===== src/rtl/mem_ctrl_pkg.sv =====
// Shared request types, operation encodings and DDR5 address field positions.
package mem_ctrl_pkg;
    localparam int NUM_CORES = 12;
    localparam int CORE_W    = 4;
    localparam int ADDR_W    = 36;

    typedef enum logic [1:0] {
        OP_RD     = 2'd0,
        OP_WR     = 2'd1,
        OP_IFETCH = 2'd2
    } op_e;

    localparam int CH_BIT   = 6;
    localparam int BG_LSB   = 7;
    localparam int BG_MSB   = 9;
    localparam int BANK_LSB = 10;
    localparam int BANK_MSB = 11;
    localparam int COL_LSB  = 12;
    localparam int COL_MSB  = 17;
    localparam int ROW_LSB  = 18;
    localparam int ROW_MSB  = 33;

    typedef struct packed {
        op_e               op;
        logic [CORE_W-1:0] core;
        logic [ADDR_W-1:0] addr;
    } mem_req_t;

    localparam int REQ_W = $bits(mem_req_t);

    // Encoding 3 is not an operation; cores above NUM_CORES-1 do not exist.
    function automatic logic req_is_legal(input logic [1:0] op, input logic [CORE_W-1:0] core);
        return (int'(core) < NUM_CORES) && (op != 2'd3);
    endfunction
endpackage


===== src/rtl/timing_parameters.sv =====
// Timing-related defaults shared by the request intake path.
package timing_parameters;
    localparam int TIME_W_DEFAULT = 64;
endpackage


===== src/rtl/mem_req_fifo.sv =====
// Generic circular FIFO: naturally wrapping head/tail pointers plus an occupancy count.
module mem_req_fifo #(
    parameter int WIDTH = 8,
    parameter int DEPTH = 16
) (
    input  logic                   clk,
    input  logic                   rst_n,
    input  logic                   push,
    input  logic                   pop,
    input  logic [WIDTH-1:0]       wdata,
    output logic [WIDTH-1:0]       rdata,
    output logic [$clog2(DEPTH):0] count,
    output logic                   full,
    output logic                   empty
);
    localparam int PTR_W = $clog2(DEPTH);
    localparam int CNT_W = PTR_W + 1;

    logic [WIDTH-1:0] mem_q [DEPTH];
    logic [PTR_W-1:0] head_q, head_d, tail_q, tail_d;
    logic [CNT_W-1:0] count_q, count_d;
    logic             do_push, do_pop;

    assign full    = (count_q == CNT_W'(DEPTH));
    assign empty   = (count_q == '0);
    assign count   = count_q;
    assign do_pop  = pop && !empty;
    // A push into a full FIFO is only allowed when the head leaves in the same cycle.
    assign do_push = push && (!full || do_pop);

    // The head is never forwarded from the write port, so an empty FIFO reads as zero.
    assign rdata = empty ? '0 : mem_q[head_q];

    always_ff @(posedge clk) begin
        if (do_push) begin
            mem_q[tail_q] <= wdata;
        end
    end

    always_comb begin
        head_d  = head_q;
        tail_d  = tail_q;
        count_d = count_q;
        if (do_push) begin
            tail_d = tail_q + PTR_W'(1);
        end
        if (do_pop) begin
            head_d = head_q + PTR_W'(1);
        end
        case ({do_push, do_pop})
            2'b10:   count_d = count_q + CNT_W'(1);
            2'b01:   count_d = count_q - CNT_W'(1);
            default: count_d = count_q;
        endcase
    end

    always_ff @(posedge clk or negedge rst_n) begin
        if (!rst_n) begin
            head_q  <= '0;
            tail_q  <= '0;
            count_q <= '0;
        end else begin
            head_q  <= head_d;
            tail_q  <= tail_d;
            count_q <= count_d;
        end
    end
endmodule


===== src/rtl/mem_req_queue.sv =====
// Trace request intake: time-gated staging FSM feeding a FIFO with decoded DDR5 head fields.
// Optional statistics ports are built when MEM_REQ_STATS_EN is defined.
module mem_req_queue
    import mem_ctrl_pkg::*;
#(
    parameter int DEPTH  = 16,
    parameter int TIME_W = timing_parameters::TIME_W_DEFAULT
) (
    input  logic                   clk,
    input  logic                   rst_n,
    input  logic                   in_valid,
    output logic                   in_ready,
    input  logic [TIME_W-1:0]      in_time,
    input  logic [3:0]             in_core,
    input  logic [1:0]             in_op,
    input  logic [35:0]            in_addr,
    output logic                   out_valid,
    input  logic                   out_ready,
    output logic [1:0]             out_op,
    output logic [3:0]             out_core,
    output logic [35:0]            out_addr,
    output logic                   out_channel,
    output logic [2:0]             out_bg,
    output logic [1:0]             out_bank,
    output logic [5:0]             out_col,
    output logic [15:0]            out_row,
    output logic [TIME_W-1:0]      now_t,
    output logic [$clog2(DEPTH):0] count,
    output logic                   full,
    output logic                   empty,
    output logic                   err_bounds
`ifdef MEM_REQ_STATS_EN
    ,
    output logic [31:0]            stat_accepted,
    output logic [31:0]            stat_dropped,
    output logic [31:0]            stat_full_cycles,
    output logic [$clog2(DEPTH):0] stat_max_count
`endif
);
    localparam int CNT_W = $clog2(DEPTH) + 1;

    typedef enum logic [1:0] {
        S_IDLE       = 2'd0,
        S_WAIT_TIME  = 2'd1,
        S_WAIT_SPACE = 2'd2
    } state_e;

    state_e            state_q, state_d;
    logic [TIME_W-1:0] now_q;
    logic [TIME_W-1:0] stage_time_q, stage_time_d;
    mem_req_t          stage_req_q, stage_req_d;
    logic              err_q, err_d;
    logic              req_legal, time_ok, can_push, push, pop;
    logic [REQ_W-1:0]  head_bits;
    mem_req_t          head_req;

    assign req_legal = req_is_legal(in_op, in_core);
    assign time_ok   = (now_q >= stage_time_q);
    assign out_valid = !empty;
    assign pop       = out_valid && out_ready;
    assign can_push  = !full || pop;

    always_comb begin
        state_d      = state_q;
        stage_time_d = stage_time_q;
        stage_req_d  = stage_req_q;
        err_d        = err_q;
        push         = 1'b0;
        in_ready     = (state_q == S_IDLE);
        case (state_q)
            S_IDLE: begin
                if (in_valid) begin
                    if (req_legal) begin
                        stage_time_d = in_time;
                        stage_req_d  = '{op: op_e'(in_op), core: in_core, addr: in_addr};
                        state_d      = S_WAIT_TIME;
                    end else begin
                        err_d = 1'b1;
                    end
                end
            end
            // Falls straight through the space check so a due request pushes this cycle.
            S_WAIT_TIME: begin
                if (time_ok) begin
                    if (can_push) begin
                        push    = 1'b1;
                        state_d = S_IDLE;
                    end else begin
                        state_d = S_WAIT_SPACE;
                    end
                end
            end
            S_WAIT_SPACE: begin
                if (can_push) begin
                    push    = 1'b1;
                    state_d = S_IDLE;
                end
            end
            default: state_d = S_IDLE;
        endcase
    end

    always_ff @(posedge clk or negedge rst_n) begin
        if (!rst_n) begin
            state_q      <= S_IDLE;
            now_q        <= '0;
            stage_time_q <= '0;
            stage_req_q  <= '0;
            err_q        <= 1'b0;
        end else begin
            state_q      <= state_d;
            now_q        <= now_q + TIME_W'(1);
            stage_time_q <= stage_time_d;
            stage_req_q  <= stage_req_d;
            err_q        <= err_d;
        end
    end

    mem_req_fifo #(
        .WIDTH (REQ_W),
        .DEPTH (DEPTH)
    ) u_fifo (
        .clk   (clk),
        .rst_n (rst_n),
        .push  (push),
        .pop   (pop),
        .wdata (stage_req_q),
        .rdata (head_bits),
        .count (count),
        .full  (full),
        .empty (empty)
    );

    assign head_req    = mem_req_t'(head_bits);
    assign out_op      = head_req.op;
    assign out_core    = head_req.core;
    assign out_addr    = head_req.addr;
    assign out_channel = head_req.addr[CH_BIT];
    assign out_bg      = head_req.addr[BG_MSB:BG_LSB];
    assign out_bank    = head_req.addr[BANK_MSB:BANK_LSB];
    assign out_col     = head_req.addr[COL_MSB:COL_LSB];
    assign out_row     = head_req.addr[ROW_MSB:ROW_LSB];
    assign now_t       = now_q;
    assign err_bounds  = err_q;

`ifdef MEM_REQ_STATS_EN
    logic [31:0]      stat_acc_q, stat_drop_q, stat_full_q;
    logic [CNT_W-1:0] stat_max_q;
    logic             offer_idle, full_wait;

    assign offer_idle = (state_q == S_IDLE) && in_valid;
    // Staging holds a due request that the full FIFO cannot take.
    assign full_wait  = full && ((state_q == S_WAIT_SPACE) || ((state_q == S_WAIT_TIME) && time_ok));

    always_ff @(posedge clk or negedge rst_n) begin
        if (!rst_n) begin
            stat_acc_q  <= '0;
            stat_drop_q <= '0;
            stat_full_q <= '0;
            stat_max_q  <= '0;
        end else begin
            if (offer_idle && req_legal && (stat_acc_q != '1)) begin
                stat_acc_q <= stat_acc_q + 32'd1;
            end
            if (offer_idle && !req_legal && (stat_drop_q != '1)) begin
                stat_drop_q <= stat_drop_q + 32'd1;
            end
            if (full_wait && (stat_full_q != '1)) begin
                stat_full_q <= stat_full_q + 32'd1;
            end
            if (count > stat_max_q) begin
                stat_max_q <= count;
            end
        end
    end

    assign stat_accepted    = stat_acc_q;
    assign stat_dropped     = stat_drop_q;
    assign stat_full_cycles = stat_full_q;
    assign stat_max_count   = stat_max_q;
`endif
endmodule


===== config.mk =====
export PLATFORM = sky130hd
export DESIGN_NAME = mem_req_queue
export DESIGN_NICKNAME = d
export VERILOG_FILES = /design/src/rtl/mem_ctrl_pkg.sv /design/src/rtl/timing_parameters.sv /design/src/rtl/mem_req_fifo.sv /design/src/rtl/mem_req_queue.sv
export SDC_FILE = /design/constraint.sdc
export NUM_CORES = 1
export LEC_CHECK = 0
export CAP_MARGIN = 20
export CORE_ASPECT_RATIO = 1.5
export CORE_MARGIN = 1
export CORE_UTILIZATION = 45
export CTS_CLUSTER_SIZE = 14
export DETAILED_ROUTE_END_ITERATION = 6
export PLACE_DENSITY_LB_ADDON = 0.15
export SLEW_MARGIN = 20
export SYNTH_ARGS = -nofsm -noshare
export SYNTH_HDL_FRONTEND = slang
export SYNTH_SLANG_ARGS = --single-unit

===== constraint.sdc =====
create_clock -name clk -period 3.2 [get_ports clk]
set_input_delay 0.64 -clock clk [delete_from_list [all_inputs] [get_ports clk]]
set_output_delay 0.64 -clock clk [all_outputs]
set_load 0.01 [all_outputs]

==> flow_summary.json, run 1 <==
{
  "status": "finished, violations left",
  "violations": "setup timing",
  "hold_violations": 0,
  "route.detailed.drc": 0,
  "wl_um": 85400,
  "initial_core_util_pct": 45.7,
  "via_per_inst": 5.40,
  "ys_seq_area_share_pct": 71.0,
  "grt_pass1_wl_um": 127000,
  "finClkSkew_ps": 21.3,
  "utilization_pct": 58.6,
  "worst_slack_ps": -421,
  "die_w_um": 230,
  "track_usage_pct": 21.8,
  "fin_crit_ps": 3620,
  "synth_area_um2": 35000,
  "final_antenna_net_count": 0,
  "ir_drop_mv": 0.441,
  "worst_ep_arrival_time_ps": 2980,
  "first_pass_iters": 7,
  "cp-end-kind": "primary output",
  "cts_buffer_depth": 3,
  "coreArea_um2": 76600,
  "drv_slew": 0,
  "die-area_um2": 78900,
  "numCtsBuffers": 83,
  "ys_ff_latch": 858,
  "routabilityCongestion": 0.837,
  "antenna_found_initial": 6,
  "synth_edf_count": 672,
  "cap_violations": 0,
  "dp.cells": 3294,
  "yosysUniqueCellTypes": 64,
  "hold_class": "reg -> reg",
  "layout_commonest_cell": "edfxtp_1",
  "worstRegToRegCells": 19,
  "slew_headroom_pct": 62.1,
  "clk_pin_slew_worst_paths_ps": 60,
  "grt_pass1_vias": 20600,
  "layout_common_cells": "edfxtp_1, mux4_2, buf_4",
  "io_buffers": 253,
  "drt-initial-drc-count": 1179,
  "synth-warning-count": 0,
  "grt_max_degree": 72,
  "required_ps": 2560,
  "grt.met1_usage_pct": 26.3,
  "setup_viol": 72,
  "instances_no_fill": 3525,
  "max_freq_mhz": 276,
  "drive_above_1_share_pct": 35.4,
  "worstHoldPathCells": 1,
  "fin_nets": 2630,
  "top_usage_layer": "met2",
  "powerDensity_nw_per_um2": 837,
  "yosys_most_used_dff": "edfxtp_1",
  "syn_nets": 2077,
  "rows": 124,
  "postSynthCellCount": 1891,
  "grt_overflow_total": 0,
  "cts-htree-levels": 3,
  "worstSetupPathType": "reg -> out",
  "grtUsageMet3_pct": 4.39,
  "fill_cells": 5793,
  "num_io_pins": 254,
  "avgSynthCellArea_um2": 18.5,
  "cp_max_fo": 6,
  "tightest_slew_ps": 569,
  "cts_tree": "built",
  "rsz0062_at_grt": "true",
  "areaGrowthSynthToFinish_pct": 28.3,
  "hpwl_um": 53500,
  "crit_path_start_kind": "flip-flop",
  "async_flop_share_pct": 21.7,
  "clk_latency_ps": 640,
  "cts.sinks": 858,
  "die_h_um": 344,
  "grtUsageMet2_pct": 39.2,
  "root_buffer": "clkbuf_16",
  "via_count": 19100,
  "leakagePower_nw": 16.5,
  "period_share_pct": 113,
  "drt-wirelength-per-cell_um": 24.2
}
through the flow:
stage | setup slack, ps | setup TNS [ps] | area (um2) | hold slack (ps) | power [mW]
3_5_place_dp | -340 | -6740 | 40900 | 440 | 26.7
6_report | -421 | -22610 | 44900 | 447 | 37.6
2_1_floorplan | -225 | -225 | 35100 | 344 | 21.8
3_3_place_gp | -331 | -5470 | 40900 | 436 | 26.4
4_1_cts | -682 | -34840 | 44100 | 449 | 37.0
5_1_grt | -498 | -28170 | 44900 | 477 | 39.4
flip-flops by register name, indices dropped and copies added, names as in the netlist:
register,flops
u_fifo.mem_q,672
stage_time_q,64
err_bounds,1
u_fifo.tail_q,4
u_fifo.count,5
stage_req_q,42
u_fifo.head_q,4
now_t,64
state_q,2
power by group:
part / total (mW) / internal, mW / switching, mW / leakage [nW]
Clock: 9.75 / 5.54 / 4.20 / 1.33
Combinational: 12.6 / 7.47 / 5.13 / 6.79
Sequential: 15.3 / 13.9 / 1.37 / 8.38
Total: 37.6 / 26.9 / 10.7 / 16.5
routing by layer:
layer / share of wire [%] / routed length, um
met4: 2.1 / 1750
met5: 0.078 / 67
met1: 39 / 32900
met3: 5.4 / 4630
met2: 54 / 46100
cell type report:
type / count / area (um2) / area share, %
clock buffer: 110 / 2320 / 5.17
antenna: 3 / 7.51 / 0.0167
tap: 1008 / 1260 / 2.81
multi-input combinational: 851 / 9740 / 21.7
clock inverter: 45 / 387 / 0.861
inverter: 78 / 293 / 0.652
timing repair buffer: 572 / 6060 / 13.5
sequential: 858 / 24900 / 55.3
path summary, 6_finish.rpt:
kind	startpoint	to	slack, ps
setup / recovery	u_fifo.head_q[0]	out_addr[5]	-420
hold / removal	now_t[0]	now_t[0]	450
setup reg to reg	now_t[9]	u_fifo.count[4]	-180
hold reg to reg	now_t[0]	now_t[0]	450
max in group asynchronous	rst_n	now_t[13]	1800
min in group asynchronous	rst_n	now_t[57]	520
kinds of logic (layout without fill, tap and decap cells):
group / count (synthesis) / in the layout / synth area share [%]
DFF: 858 / 858 / 71.0
and+or+nand+nor: 311 / 311 / 4.71
adders and majority gates: 76 / 76 / 2.72
buffers and inverters: 182 / 805 / 2.54
muxes: 256 / 256 / 15.0
xor gates and xnor gates: 74 / 74 / 1.85
other: 0 / 3 / 0
AOI/OAI and AO/OA: 134 / 134 / 2.23
cells in the mapped netlist, types with 2 or more instances:
| library cell | count | share of area (%) |
|---|---|---|
| a21oi_1 | 28 | 0.40 |
| nor4_2 | 2 | 0.071 |
| nor2b_1 | 5 | 0.089 |
| buf_4 | 29 | 0.62 |
| mux2_2 | 45 | 1.4 |
| nor2_1 | 29 | 0.31 |
| buf_2 | 11 | 0.16 |
| o211ai_1 | 3 | 0.064 |
| nor3_1 | 6 | 0.086 |
| nand2_1 | 116 | 1.2 |
| and4_1 | 8 | 0.20 |
| buf_6 | 11 | 0.35 |
| clkbuf_1 | 48 | 0.51 |
| ha_1 | 76 | 2.7 |
| and2_1 | 49 | 0.88 |
| nand3_1 | 33 | 0.47 |
| inv_1 | 77 | 0.83 |
| xnor2_1 | 46 | 1.2 |
| a221oi_1 | 4 | 0.10 |
| o21ai_0 | 72 | 1.0 |
| o21ai_1 | 4 | 0.057 |
| xor2_1 | 28 | 0.70 |
| a22oi_1 | 3 | 0.064 |
| edfxtp_1 | 672 | 58 |
| a21o_1 | 3 | 0.064 |
| a211oi_1 | 4 | 0.086 |
| buf_1 | 5 | 0.054 |
| nand4_1 | 19 | 0.34 |
| mux4_2 | 210 | 14 |
| dfrtp_1 | 186 | 13 |
| nand3b_1 | 2 | 0.043 |
| and3_1 | 25 | 0.45 |
repair_timing:
| item | 4_1_cts | 5_1_grt |
|---|---|---|
| buffers inserted | 30 | 44 |
| hold endpoints to repair | 43 | 0 |
| cloned | 3 | 6 |
| endpoints found under the setup margin | 274 | 746 |
| pin swaps | 16 | 34 |
| hold buffers | 1 | 0 |
| gates resized for setup | 190 | 247 |
critical path, cell delays in order, from the launching register on:
cell,delay (ps)
dfrtp_4,490
buf_12,150
buf_12,140
buf_8,130
buf_6,120
buf_6,120
mux4_2,410
mux4_2,480
and2_4,190
buf_6,120
(Power assumes the default switching activity.)
==> run 2: changes to the inputs <==
Settings changed: GPL_ROUTABILITY_DRIVEN set to 0, REMOVE_ABC_BUFFERS set to 1.
Clock period 3.2 ns to 3.7 ns, I/O delays scaled along.
==> flow_summary.json, run 2 (same netlist as run 1, synthesis figures left out) <==
{
  "period_share_pct": 99.2,
  "utilization_pct": 56.7,
  "grt_overflow_total": 0,
  "cts.sinks": 858,
  "crit_path_start_kind": "flip-flop",
  "drv_slew": 0,
  "comb_power_share_pct": 31.5,
  "fill_cells": 5947,
  "cp_slowest_stage_delay_ps": 510,
  "wl_met3_um": 4920,
  "clk_latency_ps": 650,
  "coreArea_um2": 76600,
  "r2r_slack_ps": 140,
  "whs_ps": 118,
  "io_buffers": 253,
  "leakagePower_nw": 15.6,
  "areaGrowthSynthToFinish_pct": 24.1,
  "totalPowerFinal_mw": 31.6,
  "p_seq_share_pct": 42.0,
  "first_pass_iters": 5,
  "max_freq_mhz": 272,
  "cts_hold_buffers": 0,
  "antenna_found_initial": 7,
  "dpl_worst_slack_ps": 14.0,
  "hpwl_um": 50700,
  "hold_violations": 0,
  "drt-wirelength-per-cell_um": 25.0,
  "cp_max_fo": 7,
  "numCtsBuffers": 83,
  "drt-initial-drc-count": 1329,
  "dr_wl_met2_um": 44600,
  "die_h_um": 344,
  "track_usage_pct": 21.9,
  "rsz0062_at_grt": "true",
  "root_buffer": "clkbuf_16",
  "tightest_slew_ps": 781,
  "die-area_um2": 78900,
  "setup_viol": 0,
  "finClkSkew_ps": 27.2,
  "wl_um": 84300,
  "initial_core_util_pct": 45.7,
  "clk_pin_slew_worst_paths_ps": 60,
  "cap_violations": 0,
  "layout_commonest_cell": "edfxtp_1",
  "dp.cells": 3165,
  "wl_met1_um": 33000,
  "final_antenna_net_count": 0,
  "instances_no_fill": 3375,
  "rows": 124,
  "internal_power_mw": 22.6,
  "via_count": 18500,
  "grt_pass1_wl_um": 127000,
  "grt_max_degree": 88,
  "worst_path_max_delay_cell": "dfrtp_4",
  "worstSetupPathType": "reg -> out",
  "largest_register_ffs": 672,
  "ir_drop_mv": 0.380,
  "max_flop_register": "u_fifo.mem_q",
  "num_io_pins": 254,
  "worst_ep_arrival_time_ps": 2930,
  "cp_cell_sequence": "buf_12 > buf_16 > buf_12 > buf_6 > mux4_2 > mux4_2 > and2_4 > buf_6",
  "status": "finished, final reports clean",
  "die_w_um": 230,
  "power_switching_mw": 9.08,
  "layout_common_cells": "edfxtp_1, mux4_2, dfrtp_1, clkdlybuf4s50_1, nand2_1",
  "tns_ps": 0,
  "clkPwrFrac_pct": 26.5,
  "required_ps": 2960,
  "route.detailed.drc": 0,
  "cp-end-kind": "primary output",
  "highest_layer": "met5",
  "slew_headroom_pct": 48.0,
  "cts-htree-levels": 3,
  "fin_crit_ps": 3670,
  "p_sw_share_pct": 28.7,
  "via_per_inst": 5.48,
  "fin_nets": 2484,
  "cts_tree": "built",
  "place_area_um2": 39900,
  "design_area_um2": 43400,
  "powerDensity_nw_per_um2": 728,
  "hold_class": "in -> async",
  "drive_above_1_share_pct": 29.6,
  "cts_buffer_depth": 3,
  "grt_pass1_vias": 20000,
  "worst_slack_ps": 29.5
}
-- run 2: changes by cell type in the layout (fill, tap and decap cells not counted), moves of 7 or more --
cell       delta
clkbuf_2      -8
ha_1          +9
clkbuf_16     -7
ha_4          -9
buf_2        +17
buf_6        -25
buf_4       -136
-- run 2: power groups by stage --
stage,Combinational [mW],Sequential (mW),Clock (mW)
6_report,9.96,13.3,8.38
5_1_grt,10.7,13.5,8.93
4_1_cts,9.95,13.3,8.60
3_5_place_dp,8.78,13.6,0
3_3_place_gp,8.71,13.5,0
2_1_floorplan,4.59,13.5,0
-- run 2: final timing paths --
kind,endpoint,startpoint,cells after the start
worst max-delay path,out_addr[4],u_fifo.head_q[0],8
worst min-delay path,now_t[4],rst_n,1
worst max register to register,u_fifo.count[4],now_t[37],16
worst min register to register,now_t[0],now_t[0],1
max in group asynchronous,stage_req_q[22],rst_n,2
min in group clk,now_t[0],now_t[0],1
-- run 2: cell type report --
class | count | area (um2) | area share, %
inverter | 78 | 293 | 0.674
tap | 1008 | 1260 | 2.90
multi-input combinational | 851 | 9470 | 21.8
clock buffer | 112 | 2290 | 5.26
antenna | 2 | 5.00 | 0.0115
sequential | 858 | 24800 | 57.2
clock inverter | 40 | 372 | 0.855
timing repair buffer | 426 | 4910 | 11.3
-- run 2: timing repair --
item	CTS	global route
cloned	12	1
resized for setup	279	102
buffers inserted	34	17
pin swaps	0	6
endpoints found under the setup margin	70	67
-- run 2: worst max-delay path, delay by kind of cell, from the launching register on --
family / cells / cell delay, ps
flops: 1 / 510
simple gates: 1 / 180
mux: 2 / 910
buf+inv: 5 / 680
-- run 2: per-layer routing --
| layer | global-route usage (%) | vias up |
|---|---|---|
| met2 | 38.6 | 511 |
| met1 | 27.2 | 9654 |
| met3 | 4.90 | 117 |
| met5 | 0 | - |
| met4 | 6.14 | 14 |
| li1 | - | 8204 |
==> run 3: changes to the inputs <==
Settings changed: SYNTH_HIERARCHICAL set to 1.
==> flow_summary.json, run 3 <==
{
  "cts-htree-levels": 3,
  "slew_headroom_pct": 40.7,
  "clk_pin_slew_worst_paths_ps": 60,
  "finClkSkew_ps": 18.1,
  "grt_max_degree": 103,
  "coreArea_um2": 77700,
  "layout_common_cells": "edfxtp_1, clkdlybuf4s50_1, dfrtp_1",
  "route.detailed.drc": 0,
  "cp_cell_sequence": "buf_4 > buf_8 > buf_6 > mux4_2 > a211oi_2 > a211oi_2 > clkdlybuf4s50_1",
  "synth_edf_count": 672,
  "num_io_pins": 254,
  "worst_path_max_delay_cell": "mux4_2",
  "wl_met3_um": 4100,
  "yosysTopAreaCell": "edfxtp_1",
  "synth_top_family_by_area": "multiplexers",
  "cp_slowest_stage_delay_ps": 510,
  "areaGrowthSynthToFinish_pct": 26.1,
  "comb_power_share_pct": 31.7,
  "synthTopCellsByArea": "edfxtp_1, dfrtp_1, mux4_2",
  "initial_core_util_pct": 45.6,
  "drv_slew": 0,
  "p_sw_share_pct": 30.3,
  "synth_fa_ha_area_share_pct": 2.74,
  "max_freq_mhz": 270,
  "die_h_um": 346,
  "cts_hold_buffers": 0,
  "cts_tree": "built",
  "required_ps": 2960,
  "instances_no_fill": 3523,
  "hold_class": "in -> async",
  "ys_ff_latch": 858,
  "clk_latency_ps": 630,
  "drt-wirelength-per-cell_um": 24.0,
  "async_flop_share_pct": 21.7,
  "layout_commonest_cell": "edfxtp_1",
  "synth_top_area_share_pct": 56.9,
  "max_flop_register": "u_fifo/mem_q",
  "antenna_found_initial": 2,
  "synthMuxAreaShare_pct": 13.4,
  "cpMostUsedCell": "a211oi_2",
  "synth_area_um2": 35400,
  "clkPwrFrac_pct": 26.4,
  "postSynthCellCount": 1977,
  "synth_xor_xnor_area_share_pct": 1.80,
  "avgSynthCellArea_um2": 17.9,
  "cts.sinks": 858,
  "die-area_um2": 79900,
  "period_share_pct": 100,
  "io_buffers": 253,
  "cp_max_fo": 10,
  "powerDensity_nw_per_um2": 722,
  "worst_ep_arrival_time_ps": 2960,
  "p_seq_share_pct": 41.9,
  "setup_viol": 1,
  "drive_above_1_share_pct": 29.6,
  "hold_violations": 0,
  "first_pass_iters": 4,
  "die_w_um": 231,
  "cts_buffer_depth": 3,
  "worst_slack_ps": -2.65,
  "dr_wl_met2_um": 45100,
  "totalPowerFinal_mw": 32.2,
  "largest_register_ffs": 672,
  "internal_power_mw": 22.5,
  "fin_crit_ps": 3700,
  "numCtsBuffers": 82,
  "ys_seq_area_share_pct": 70.1,
  "cp-end-kind": "primary output",
  "via_per_inst": 5.47,
  "synthSimpleGateAreaFrac_pct": 4.71,
  "power_switching_mw": 9.78,
  "violations": "setup timing",
  "final_antenna_net_count": 0,
  "rsz0062_at_grt": "true",
  "synth-warning-count": 6,
  "yosys_most_used_dff": "edfxtp_1",
  "wl_met1_um": 33300,
  "wl_um": 84400,
  "track_usage_pct": 21.0,
  "crit_path_start_kind": "flip-flop",
  "grt_overflow_total": 0,
  "cap_violations": 0,
  "synth_commonest_cells": "edfxtp_1, dfrtp_1, mux4_2",
  "rows": 125,
  "synth_most_common_cell": "edfxtp_1",
  "dp.cells": 3324,
  "highest_layer": "met5",
  "hpwl_um": 53300,
  "via_count": 19300,
  "tns_ps": -2.65,
  "grt_pass1_vias": 20700,
  "r2r_slack_ps": 50,
  "drt-initial-drc-count": 1050,
  "fin_nets": 2627,
  "grt_pass1_wl_um": 125000,
  "worstSetupPathType": "reg -> out",
  "fill_cells": 5965,
  "root_buffer": "clkbuf_16",
  "utilization_pct": 57.5,
  "ir_drop_mv": 0.365,
  "leakagePower_nw": 16.2,
  "synth_compound_area_share_pct": 4.11,
  "yosysUniqueCellTypes": 67,
  "status": "finished, violations left",
  "tightest_slew_ps": 890
}
## run 3: repair_timing
action                                  in CTS  in global routing
endpoints found under the hold margin        0                  0
cloned                                       1                 10
gates resized for setup                    134                 68
pin swaps                                   31                 21
endpoints found under the setup margin     509                685
setup buffers                               23                 14
## run 3: stage by stage
step           worst slack [ps]  hold WS (ps)  cell area (um2)
2_1_floorplan             -3520           444            34600
3_3_place_gp               -315           424            40700
3_5_place_dp               -313           433            40700
4_1_cts                    -148           204            44000
5_1_grt                    -160           250            44700
6_report                  -2.65           162            44700
## run 3: routing by layer
metal | up-vias | global-route usage (%)
met2 | 473 | 37.8
met4 | 4 | 5.87
met1 | 10100 | 25.5
met3 | 101 | 3.87
met5 | - | 0
li1 | 8615 | -
## run 3: worst paths after layout
| kind | start | end | depth (start not counted) |
|---|---|---|---|
| min | rst_n | stage_time_q[56] | 1 |
| max in group asynchronous | rst_n | stage_req_q[25] | 2 |
| max reg2reg | now_t[23] | u_fifo/count[4] | 17 |
| min in group clk | now_t[0] | now_t[0] | 1 |
| min reg2reg | now_t[0] | now_t[0] | 1 |
| max | u_fifo/head_q[2] | out_channel | 7 |
## run 3: area by class of cell
cell class / instances / area, um2 / area share (%)
flip-flops and latches: 858 / 24900 / 55.6
multi-input cells: 917 / 10100 / 22.6
repair buffers: 497 / 5400 / 12.1
clock buffers: 105 / 2290 / 5.13
well taps: 1016 / 1270 / 2.84
clock inverters: 45 / 448 / 1.00
inverters: 84 / 315 / 0.705
diodes: 1 / 2.50 / 0.00560
## run 3: worst max-delay path, delay by kind of cell, from the launching register on
family          cells  cell delay (ps)
compound gates      2              340
buf+inv             4             1050
flops               1              440
mux                 1              510
## run 3: logic make-up (layout without fill, tap and decap cells)
logic type      after synthesis  count (layout)
compound gates              214             214
xor+xnor                     71              71
fa+ha+maj                    77              77
buf+inv                     202             731
flops                       858             858
mux                         259             259
other cells                   0               1
simple gates                296             296
## run 3: power groups by stage
| stage | sequential (mW) | combinational (mW) | clock, mW |
|---|---|---|---|
| 4_1_cts | 13.5 | 10.2 | 8.72 |
| 5_1_grt | 13.7 | 11.0 | 9.07 |
| 2_1_floorplan | 14.0 | 5.09 | 0 |
| 3_3_place_gp | 13.9 | 9.36 | 0 |
| 6_report | 13.5 | 10.2 | 8.52 |
| 3_5_place_dp | 14.0 | 9.45 | 0 |
